===== src/rtl/bcd_timer_pkg.sv =====
// rtl/bcd_timer_pkg.sv - shared state encoding and BCD helpers for bcd_timer_ctrl
package bcd_timer_pkg;

  typedef enum logic [2:0] {
    IDLE  = 3'd0,
    RUN   = 3'd1,
    PAUSE = 3'd2,
    DONE  = 3'd3
  } state_t;

  localparam logic [3:0] BCD_MAX = 4'd9;
  localparam logic [3:0] BCD_MIN = 4'd0;

  function automatic logic [3:0] bcd_clamp(input logic [3:0] v);
    return (v > BCD_MAX) ? BCD_MAX : v;
  endfunction

endpackage


===== src/rtl/bcd_timer_ctrl_if.sv =====
// rtl/bcd_timer_ctrl_if.sv - front-panel control and display-side bundle of bcd_timer_ctrl
interface bcd_timer_ctrl_if #(
  parameter int DIGITS = 4
);
  logic                  start;
  logic                  pause;
  logic                  clear;
  logic                  load;
  logic [4*DIGITS-1:0]   load_val;
  logic                  mode;
  logic [4*DIGITS-1:0]   q;
  logic                  busy;
  logic                  done;
  logic [2:0]            state;

  modport master (
    output start, pause, clear, load, load_val, mode,
    input  q, busy, done, state
  );

  modport slave (
    input  start, pause, clear, load, load_val, mode,
    output q, busy, done, state
  );
endinterface


===== src/rtl/bcd_digit_ld.sv =====
// rtl/bcd_digit_ld.sv - one cascadable BCD up/down digit with synchronous load
module bcd_digit_ld
  import bcd_timer_pkg::*;
(
  input  logic       clk,
  input  logic       rstn,
  input  logic       load,
  input  logic [3:0] load_val,
  input  logic       en,
  input  logic       up,
  output logic [3:0] d,
  output logic       term
);

  always_ff @(posedge clk or negedge rstn) begin
    if (!rstn) begin
      d <= BCD_MIN;
    end else if (load) begin
      d <= load_val;
    end else if (en) begin
      if (up) d <= (d == BCD_MAX) ? BCD_MIN : d + 4'd1;
      else    d <= (d == BCD_MIN) ? BCD_MAX : d - 4'd1;
    end
  end

  assign term = up ? (d == BCD_MAX) : (d == BCD_MIN);

endmodule


===== src/rtl/bcd_timer_ctrl.sv =====
// rtl/bcd_timer_ctrl.sv - BCD timer sequencer: prescaler, cascade enables, run/pause/done FSM
// Optional auto-reload on terminal value: BCD_TIMER_AUTO_RELOAD_EN
module bcd_timer_ctrl
  import bcd_timer_pkg::*;
#(
  parameter int DIGITS   = 4,
  parameter int TICK_DIV = 1000
) (
  input  logic            clk,
  input  logic            rstn,
  bcd_timer_ctrl_if.slave bus
);

  localparam int            W         = 4 * DIGITS;
  localparam int            PW        = (TICK_DIV > 1) ? $clog2(TICK_DIV) : 1;
  localparam logic [PW-1:0] PRESC_MAX = PW'(TICK_DIV - 1);
  localparam logic [W-1:0]  ALL9      = {DIGITS{BCD_MAX}};

  state_t            state_q, state_n;
  logic [PW-1:0]     presc_q, presc_n;
  logic              mode_q, mode_n, done_q, done_n, busy_q;
  logic [W-1:0]      q, clamped, ld_val, reload_q;
  logic              ld, tick, all9, all0, upper_term, near_term, pend_q, reload_ok;
  logic [DIGITS-1:0] en, dterm;

`ifdef BCD_TIMER_AUTO_RELOAD_EN
  logic         pend_n;
  logic [W-1:0] reload_n;

  always_ff @(posedge clk or negedge rstn) begin
    if (!rstn) begin
      pend_q   <= 1'b0;
      reload_q <= '0;
    end else begin
      pend_q   <= pend_n;
      reload_q <= reload_n;
    end
  end

  // A reload equal to the terminal value would spin forever, so it stops in DONE instead.
  assign reload_ok = mode_q ? (reload_q != ALL9) : (reload_q != '0);
`else
  assign pend_q    = 1'b0;
  assign reload_q  = '0;
  assign reload_ok = 1'b0;
`endif

  always_comb begin
    all9       = 1'b1;
    all0       = 1'b1;
    upper_term = 1'b1;
    for (int i = 0; i < DIGITS; i++) begin
      clamped[4*i +: 4] = bcd_clamp(bus.load_val[4*i +: 4]);
      all9 &= (q[4*i +: 4] == BCD_MAX);
      all0 &= (q[4*i +: 4] == BCD_MIN);
      if (i > 0) upper_term &= dterm[i];
    end
  end

  // One step away from terminal: upper digits already there, digit 0 one count short.
  assign near_term = upper_term && (q[3:0] == (mode_q ? BCD_MAX - 4'd1 : BCD_MIN + 4'd1));
  assign tick      = (state_q == RUN) && !bus.clear && !bus.pause && (presc_q == PRESC_MAX);

  always_comb begin
    logic carry;
    carry = tick & ~pend_q;
    for (int i = 0; i < DIGITS; i++) begin
      en[i] = carry;
      carry = carry & dterm[i];
    end
  end

  always_comb begin
    state_n = state_q;
    presc_n = presc_q;
    mode_n  = mode_q;
    done_n  = 1'b0;
    ld      = 1'b0;
    ld_val  = clamped;
`ifdef BCD_TIMER_AUTO_RELOAD_EN
    pend_n   = pend_q;
    reload_n = reload_q;
`endif
    if (bus.clear) begin
      state_n = IDLE;
      presc_n = '0;
      ld      = 1'b1;
      ld_val  = '0;
`ifdef BCD_TIMER_AUTO_RELOAD_EN
      pend_n  = 1'b0;
`endif
    end else if (bus.load && state_q != RUN) begin
      ld      = 1'b1;
      state_n = (state_q == PAUSE) ? PAUSE : IDLE;
`ifdef BCD_TIMER_AUTO_RELOAD_EN
      reload_n = clamped;
`endif
    end else if (bus.start && state_q != RUN) begin
      if (state_q == PAUSE) begin
        if (!pend_q && (mode_q ? all9 : all0)) begin
          state_n = DONE;
          done_n  = 1'b1;
        end else begin
          state_n = RUN;
        end
      end else begin
        mode_n  = bus.mode;
        presc_n = '0;
`ifdef BCD_TIMER_AUTO_RELOAD_EN
        pend_n  = 1'b0;
`endif
        if (bus.mode ? all9 : all0) begin
          state_n = DONE;
          done_n  = 1'b1;
        end else begin
          state_n = RUN;
        end
      end
    end else if (bus.pause && state_q == RUN) begin
      state_n = PAUSE;
    end else if (state_q == RUN) begin
      presc_n = tick ? '0 : presc_q + PW'(1);
      if (tick) begin
        if (pend_q) begin
          ld     = 1'b1;
          ld_val = reload_q;
`ifdef BCD_TIMER_AUTO_RELOAD_EN
          pend_n = 1'b0;
`endif
        end else if (near_term) begin
          done_n = 1'b1;
          if (!reload_ok) state_n = DONE;
`ifdef BCD_TIMER_AUTO_RELOAD_EN
          if (reload_ok) pend_n = 1'b1;
`endif
        end
      end
    end
  end

  always_ff @(posedge clk or negedge rstn) begin
    if (!rstn) begin
      state_q <= IDLE;
      presc_q <= '0;
      mode_q  <= 1'b0;
      done_q  <= 1'b0;
      busy_q  <= 1'b0;
    end else begin
      state_q <= state_n;
      presc_q <= presc_n;
      mode_q  <= mode_n;
      done_q  <= done_n;
      busy_q  <= (state_n == RUN);
    end
  end

  for (genvar i = 0; i < DIGITS; i++) begin : g_digit
    bcd_digit_ld u_digit (
      .clk      (clk),
      .rstn     (rstn),
      .load     (ld),
      .load_val (ld_val[4*i +: 4]),
      .en       (en[i]),
      .up       (mode_q),
      .d        (q[4*i +: 4]),
      .term     (dterm[i])
    );
  end

  assign bus.q     = q;
  assign bus.state = state_q;
  assign bus.busy  = busy_q;
  assign bus.done  = done_q;

endmodule


===== src/flat_wrapper.sv =====
// flat-port wrapper written by rule: the top's interface ports become plain ports
module bcd_timer_ctrl_flat import bcd_timer_pkg::*;
#(
  parameter int DIGITS   = 4,
  parameter int TICK_DIV = 1000
)
  (clk, rstn, bus_start, bus_pause, bus_clear, bus_load, bus_load_val, bus_mode, bus_q, bus_busy, bus_done, bus_state);
  bcd_timer_ctrl_if #(.DIGITS(DIGITS)) bus_i ();
  input  logic clk;
  input  logic rstn;
  input wire logic [$bits(bus_i.start)-1:0] bus_start;
  input wire logic [$bits(bus_i.pause)-1:0] bus_pause;
  input wire logic [$bits(bus_i.clear)-1:0] bus_clear;
  input wire logic [$bits(bus_i.load)-1:0] bus_load;
  input wire logic [$bits(bus_i.load_val)-1:0] bus_load_val;
  input wire logic [$bits(bus_i.mode)-1:0] bus_mode;
  output wire logic [$bits(bus_i.q)-1:0] bus_q;
  output wire logic [$bits(bus_i.busy)-1:0] bus_busy;
  output wire logic [$bits(bus_i.done)-1:0] bus_done;
  output wire logic [$bits(bus_i.state)-1:0] bus_state;
  assign bus_i.start = bus_start;
  assign bus_i.pause = bus_pause;
  assign bus_i.clear = bus_clear;
  assign bus_i.load = bus_load;
  assign bus_i.load_val = bus_load_val;
  assign bus_i.mode = bus_mode;
  assign bus_q = bus_i.q;
  assign bus_busy = bus_i.busy;
  assign bus_done = bus_i.done;
  assign bus_state = bus_i.state;
  bcd_timer_ctrl #(.DIGITS(DIGITS), .TICK_DIV(TICK_DIV)) u_core (.clk(clk), .rstn(rstn), .bus(bus_i));
endmodule

===== config.mk =====
export PLATFORM = sky130hd
export DESIGN_NAME = bcd_timer_ctrl_flat
export DESIGN_NICKNAME = d
export VERILOG_FILES = /design/src/rtl/bcd_timer_pkg.sv /design/src/rtl/bcd_timer_ctrl_if.sv /design/src/rtl/bcd_digit_ld.sv /design/src/rtl/bcd_timer_ctrl.sv /design/src/flat_wrapper.sv
export SDC_FILE = /design/constraint.sdc
export NUM_CORES = 1
export LEC_CHECK = 0
export ABC_AREA = 1
export ABC_CLOCK_PERIOD_IN_PS = 1600
export BUFFER_PORTS_ARGS = -buffer_cell sky130_fd_sc_hd__buf_2
export CAP_MARGIN = 15
export CORE_MARGIN = 3
export CORE_UTILIZATION = 43
export CTS_BUF_LIST = sky130_fd_sc_hd__clkbuf_8
export DETAILED_ROUTE_END_ITERATION = 10
export GPL_TIMING_DRIVEN = 1
export HOLD_SLACK_MARGIN = 0.06
export PLACE_DENSITY_LB_ADDON = 0.3
export SLEW_MARGIN = 0
export SYNTH_ARGS = -nofsm -noshare
export SYNTH_HDL_FRONTEND = slang
export SYNTH_SLANG_ARGS = --single-unit

===== constraint.sdc =====
create_clock -name clk -period 1.6 [get_ports clk]
set_input_delay 0.08 -clock clk [delete_from_list [all_inputs] [get_ports clk]]
set_output_delay 0.08 -clock clk [all_outputs]
set_load 0.02 [all_outputs]

==> results of run 1 <==
==> worst paths after layout <==
path	startpoint	end	slack, ns	cells after the start
setup / recovery	u_core.presc_q[1]	u_core.bus.busy	0.04	12
hold / removal	bus_load_val[7]	u_core.g_digit[1].u_digit.d[3]	0.06	3
setup reg to reg	u_core.presc_q[1]	u_core.bus.busy	0.04	12
hold reg to reg	u_core.presc_q[9]	u_core.presc_q[9]	0.59	2
max in group asynchronous	rstn	u_core.g_digit[2].u_digit.d[0]	0.67	2
min in group asynchronous	rstn	u_core.g_digit[3].u_digit.d[1]	0.40	2
==> cells by family after synthesis <==
kind of cell / count (synthesis) / synth area share [%]
AND/OR/NAND/NOR: 201 / 36.2
AO/OA/AOI/OAI: 85 / 19.2
buffers and inverters: 61 / 10.7
flip-flops: 32 / 32.1
XOR/XNOR: 4 / 1.40
adder cells (fa/ha/maj): 1 / 0.501
==> synthesized netlist by cell type <==
library cell / count / area [µm²]
nor2_4: 2 / 22.5
inv_2: 8 / 30.0
nand2_1: 96 / 360
inv_1: 46 / 173
o21ai_0: 35 / 175
o31ai_1: 1 / 7.51
nor3_1: 6 / 30.0
clkinv_4: 1 / 8.76
o21a_1: 2 / 15.0
o211ai_1: 2 / 15.0
o21ai_1: 9 / 45.0
o21ai_2: 2 / 17.5
nand3_4: 1 / 17.5
nand4_1: 6 / 37.5
nand4_4: 1 / 21.3
a32oi_1: 1 / 8.76
buf_6: 4 / 45.0
o2111ai_1: 1 / 8.76
ha_1: 1 / 12.5
o21ai_4: 1 / 16.3
a21oi_2: 1 / 8.76
and3_1: 1 / 6.26
a21boi_0: 1 / 7.51
a31oi_1: 5 / 31.3
o21bai_1: 1 / 7.51
nand3_1: 30 / 150
xor2_1: 4 / 35.0
dfrtp_1: 32 / 801
nand2_2: 4 / 25.0
nor2_1: 48 / 180
buf_2: 2 / 10.0
a21oi_1: 23 / 115
nor2_2: 3 / 18.8
nand2_4: 3 / 33.8
==> layout by cell type (no fill, tap or decap), types with 5 or more instances in the layout <==
cell      instances
dfrtp_1          28
inv_2             7
buf_4            31
nand2_4           7
nand3_1          28
buf_2            43
nor2_4            6
nand4_1           6
a31oi_1           5
o21ai_0          31
a21oi_1          20
inv_1            45
nand2_2           6
nor3_1            6
o21ai_1          11
clkbuf_8          5
nand2_1          89
nor2_1           38
nor2_2            9
==> final cells by class <==
cell class | instances | area, µm² | share of cell area (%)
inverter | 55 | 221 | 6.61
tap | 72 | 90.1 | 2.69
sequential | 32 | 806 | 24.0
multi-input combinational | 291 | 1580 | 47.1
clock inverter | 3 | 42.5 | 1.27
timing repair buffer | 82 | 543 | 16.2
clock buffer | 5 | 68.8 | 2.05
==> critical path, cell delays in order, from the launching register on <==
cell and delay (ns):
dfrtp_1 0.36, ha_2 0.19, nand2_2 0.06, inv_2 0.06, nand2_2 0.06, nor2_4 0.17, nand3_2 0.07, nor2_1 0.11
nand2_1 0.10, nand2_1 0.09, nand3_2 0.07, nand2_2 0.09, nor2_2 0.03
==> flip-flops by register name, indices dropped and copies added (netlist names) <==
signal,cells
u_core.bus.state,3
u_core.mode_q,1
u_core.presc_q,10
u_core.g_digit.u_digit.d,16
u_core.bus.busy,1
u_core.bus.done,1
==> per-layer routing <==
metal,GRT usage (%),wire [µm]
met1,25.8,3030
met2,38.5,3660
met4,7.81,110
met5,0,0
met3,3.47,303
==> report_power, final <==
part	switching, mW	internal [mW]	total (mW)
sequential	0.0833	0.895	0.978
combinational	0.778	0.472	1.25
clock	0.335	0.461	0.796
==> timing repair <==
item / 4_1_cts / 5_1_grt
pin swaps: 0 / 10
gates cloned: 0 / 0
hold buffers: 3 / 0
endpoints found under the setup margin: 11 / 28
hold endpoints to repair: 34 / 0
gates resized for setup: 4 / 53
setup buffers: 0 / 6
==> stage by stage <==
step	setup TNS (ns)	util [%]
floorplan	0	-
global placement	0	53.6
detailed placement	-0.175	53.6
CTS	0	56.3
global route	-0.704	60.1
finish	0	60.1
==> flow_metrics.env, run 1 <==
export IMPL_dr_pass1_iters=7
export IMPL_fin_cells=540
export IMPL_start_util_pct=44.8
export IMPL_layout_drive_gt1_share_pct=31.0
export IMPL_path_class="flop to flop"
export IMPL_fin_skew_ns=0.00507
export IMPL_routedWlPerCell_um=13.2
export IMPL_first_global_vias=2626
export IMPL_slew_headroom_pct=49.6
export IMPL_setup_slack_ns=0.0421
export IMPL_h_tree_depth=2
export IMPL_dpl_cell_count=523
export IMPL_placed_area_um2=2990
export IMPL_grt_start_max_net_pins=33
export IMPL_cts_buffer_depth=2
export IMPL_ys_types=34
export IMPL_core_um2=5570
export IMPL_die_w_um=82.2
export IMPL_design_area_um2=3350
export IMPL_cts_tree="built"
export IMPL_grt_ovfl_total=0
export IMPL_core_rowCount=27
export IMPL_hold_violations=0
export IMPL_dp_hpwl_mm=5.16
export IMPL_syn_area_um2=2500
export IMPL_dp_slack_ns=-0.0491
export IMPL_cts_root_buf="clkbuf_8"
export IMPL_cts_made_buffers=5
export IMPL_max_freq_ghz=0.642
export IMPL_clkLatencyLatePin_ns=0.29
export IMPL_p_total_mw=3.02
export IMPL_worstPathMaxFanout=3
export IMPL_slew_violations=0
export IMPL_place_congestion=0.888
export IMPL_status="complete, no violations"
export IMPL_fill_cells=524
export IMPL_start_kind="flop"
export IMPL_timing_final_crit_share_pct=97.4
export IMPL_ys_ff_latch=32
export IMPL_yosys_warnings=0
export IMPL_syn_mean_instance_area_um2=6.50
export IMPL_grtUsageTotal_pct=21.6
export IMPL_holdWs_ns=0.0637
export IMPL_powerDensity_nw_per_um2=902
export IMPL_io_pins=44
export IMPL_cap_viol_max_count=0
export IMPL_vias_per_cell=5.24
export IMPL_vdd_ir_drop_worst_v=0.000551
export IMPL_setup_violations=0
export IMPL_syn_num_nets=408
export IMPL_rsz0062_at_grt="true"
export IMPL_period_minus_slack_ns=1.56
export IMPL_area_growth_pct=34.2
export IMPL_path_clk_slew_ns=0.07
export IMPL_place_port_buffers=43
export IMPL_critPathRequiredTime_ns=1.78
export IMPL_post_route_drc_count=0
export IMPL_hold_path_class="input pin to flop"
export IMPL_routed_wl_mm=7.11
export IMPL_syn_inst=384
export IMPL_numClockSinks=32
export IMPL_critical_path_arrival_ns=1.74
export IMPL_drt_iter0_markers=166
export IMPL_leakagePower_nw=1.67
export IMPL_ant_nets=0
export IMPL_end_kind="flop"
export IMPL_grt_pass1_wl_mm=11.4
export IMPL_antenna_found_initial=0
export IMPL_die_h_um=82.2
export IMPL_die_area_um2=6760
export IMPL_worst_pin_slew_ns=0.757
export IMPL_nets=491
export IMPL_vias=2831
export IMPL_diodes=0
export IMPL_seq_area_frac_synth_pct=32.1
Power figures use the tool's default switching activity.
==> run 2: changes to the inputs <==
--- a/config.mk
+++ b/config.mk
@@ -10,12 +10,13 @@
 export BUFFER_PORTS_ARGS = -buffer_cell sky130_fd_sc_hd__buf_2
 export CAP_MARGIN = 15
 export CORE_MARGIN = 3
-export CORE_UTILIZATION = 43
+export CORE_UTILIZATION = 58
 export CTS_BUF_LIST = sky130_fd_sc_hd__clkbuf_8
 export DETAILED_ROUTE_END_ITERATION = 10
 export GPL_TIMING_DRIVEN = 1
 export HOLD_SLACK_MARGIN = 0.06
 export PLACE_DENSITY_LB_ADDON = 0.3
+export SETUP_SLACK_MARGIN = 0.1
 export SLEW_MARGIN = 0
 export SYNTH_ARGS = -nofsm -noshare
 export SYNTH_HDL_FRONTEND = slang
==> run 2 against run 1 <==
  * The run now ends with setup timing left
  * Count of clock-buffer cells in the layout stayed put
  * Combinational power up 4%
  * Clock power shrank 23%
  * Worst hold slack better by 0.0024 ns
  * Sequential power hardly changed
  * Sequential share of layout area increased by 0.084 points
  * Largest cell class unchanged
  * Non-clock buffer count rose by 4
==> flow_metrics.env, run 2 (synthesis results as in run 1) <==
export IMPL_hold_start="bus_load_val[7]"
export IMPL_vdd_ir_drop_worst_v=0.000528
export IMPL_cts_root_buf="clkbuf_8"
export IMPL_slew_headroom_pct=70.1
export IMPL_grt_start_max_net_pins=18
export IMPL_path_class="flop to flop"
export IMPL_critPathSlowestCell="dfrtp_1"
export IMPL_cts_tree="built"
export IMPL_critPathRequiredTime_ns=1.78
export IMPL_critical_path_arrival_ns=1.92
export IMPL_routedWlPerCell_um=16.7
export IMPL_drt_iter0_markers=521
export IMPL_grtUsageTotal_pct=30.6
export IMPL_final_common_cell="nand2_1"
export IMPL_leakagePower_nw=1.69
export IMPL_cp_num_cells=12
export IMPL_cts_made_buffers=5
export IMPL_io_pins=44
export IMPL_end_kind="flop"
export IMPL_critical_path_most_common_cell="nand2_1"
export IMPL_crit_buf_inv=1
export IMPL_path_clk_slew_ns=0.07
export IMPL_crit_chain="ha_2 -> nand2_2 -> inv_2 -> nand2_2 -> nor2_4 -> nand3_2 -> nor2_1 -> nand2_1 -> nand2_1 -> nand3_1 -> nand2_1 -> nor2_1"
export IMPL_die_h_um=71.6
export IMPL_first_global_vias=2791
export IMPL_failed_checks="setup timing"
export IMPL_setup_violations=9
export IMPL_slew_violations=0
export IMPL_hold_path_class="input pin to flop"
export IMPL_h_tree_depth=2
export IMPL_powerDensity_nw_per_um2=871
export IMPL_antenna_found_initial=0
export IMPL_rsz0062_at_grt="true"
export IMPL_vias_per_cell=6.09
export IMPL_post_route_drc_count=0
export IMPL_worst_pin_slew_ns=0.448
export IMPL_dp_hpwl_mm=5.19
export IMPL_hold_violations=0
export IMPL_cts_buffer_depth=2
export IMPL_grt_pass1_wl_mm=12.6
export IMPL_vias=3193
export IMPL_setup_slack_ns=-0.143
export IMPL_ant_nets=0
export IMPL_p_total_mw=2.92
export IMPL_layout_drive_gt1_share_pct=33.1
export IMPL_worstPathMaxFanout=3
export IMPL_ff2ff_path_depth=12
export IMPL_core_rowCount=23
export IMPL_regArea_um2=808
export IMPL_start_util_pct=61.1
export IMPL_area_growth_pct=34.2
export IMPL_regMostFlops="u_core.g_digit.u_digit.d"
export IMPL_start_kind="flop"
export IMPL_crit_start="u_core.presc_q[1]"
export IMPL_final_cell_mix="nand2_1 (83), inv_1 (47), buf_2 (43), nor2_1 (39), buf_4 (35)"
export IMPL_max_freq_ghz=0.574
export IMPL_fin_skew_ns=0.00600
export IMPL_timing_final_crit_share_pct=109
export IMPL_diodes=0
export IMPL_fill_cells=262
export IMPL_multi_input_comb_area_um2=1600
export IMPL_max_stage_delay_ns=0.38
export IMPL_grt_ovfl_total=0
export IMPL_reg2reg_to="u_core.bus.busy"
export IMPL_die_w_um=71.6
export IMPL_status="complete, but fails checks"
export IMPL_cap_viol_max_count=0
export IMPL_place_port_buffers=43
export IMPL_endpoint="u_core.bus.busy"
export IMPL_clkLatencyLatePin_ns=0.29
export IMPL_numClockSinks=32
export IMPL_r2r_slack_ns=-0.14
export IMPL_nets=497
export IMPL_cp_top_family="simple AND/OR/NAND/NOR gates"
export IMPL_routed_wl_mm=8.73
export IMPL_dp_slack_ns=-0.0576
export IMPL_core_um2=4090
export IMPL_place_congestion=0.898
export IMPL_tns_ns=-0.376
export IMPL_period_minus_slack_ns=1.74
export IMPL_die_area_um2=5130
export IMPL_largest_register_ffs=16
export IMPL_r2r_start="u_core.presc_q[1]"
export IMPL_dr_pass1_iters=5
## run 2: power by group
part           total [mW]  leakage (nW)  internal, mW  switching [mW]
Sequential           1.00         0.412         0.895           0.107
Clock               0.613        0.0505         0.293           0.321
Combinational        1.30          1.22         0.461           0.840
Total                2.92          1.69          1.65            1.27
## run 2: how the worst min path moves through the flow
| stage | endpoint | slack [ns] | cells past startpoint |
|---|---|---|---|
| 6_report | u_core.g_digit[1].u_digit.d[3] | 0.07 | 3 |
| 3_5_place_dp | u_core.g_digit[1].u_digit.d[2] | 0.04 | 1 |
| 3_3_place_gp | u_core.g_digit[1].u_digit.d[2] | 0.03 | 1 |
| 5_1_grt | u_core.g_digit[1].u_digit.d[3] | 0.09 | 3 |
| 2_1_floorplan | u_core.bus.busy | -0.22 | 0 |
| 4_1_cts | u_core.mode_q | 0.07 | 3 |
## run 2: worst reg2reg max path, delay by kind of cell (launching register included)
family | cells | cell delay, ns
and+or+nand+nor | 10 | 0.97
DFF | 1 | 0.38
adders and majority gates | 1 | 0.22
buffers and inverters | 1 | 0.08
## run 2: area by class of cell
class,instances,share of cell area [%]
multi-input cells,292,47.8
flip-flops and latches,32,24.1
repair buffers,86,17.0
inverters,55,6.68
clock buffers,5,2.05
well taps,50,1.87
clock inverters,3,0.373
repair inverters,1,0.187
## run 2: routing by layer
metal	vias to the layer above	part of all wire, %	GRT usage, %
li1	1444	-	-
met1	1434	39	40.1
met2	253	46	48.3
met3	62	10	6.31
met4	0	5.3	14.2
met5	-	0	0
## run 2: stage by stage
step	util, %	cell area, µm²	std cells	hold slack (ns)
global placement	71.5	2920	497	0.0328
CTS	78.0	3190	518	0.0744
finish	82.0	3350	524	0.0661
floorplan	-	2500	384	-0.216
detailed placement	71.5	2920	497	0.0360
global route	82.0	3350	524	0.0936
## run 2: what timing repair did
action                     in CTS  in global routing
hold endpoints to repair       18                  0
pin swaps                       9                  5
setup buffers                   9                  6
resized for setup              24                 43
gates cloned                    1                  1
hold buffers                    3                  0
setup endpoints to repair      20                 29
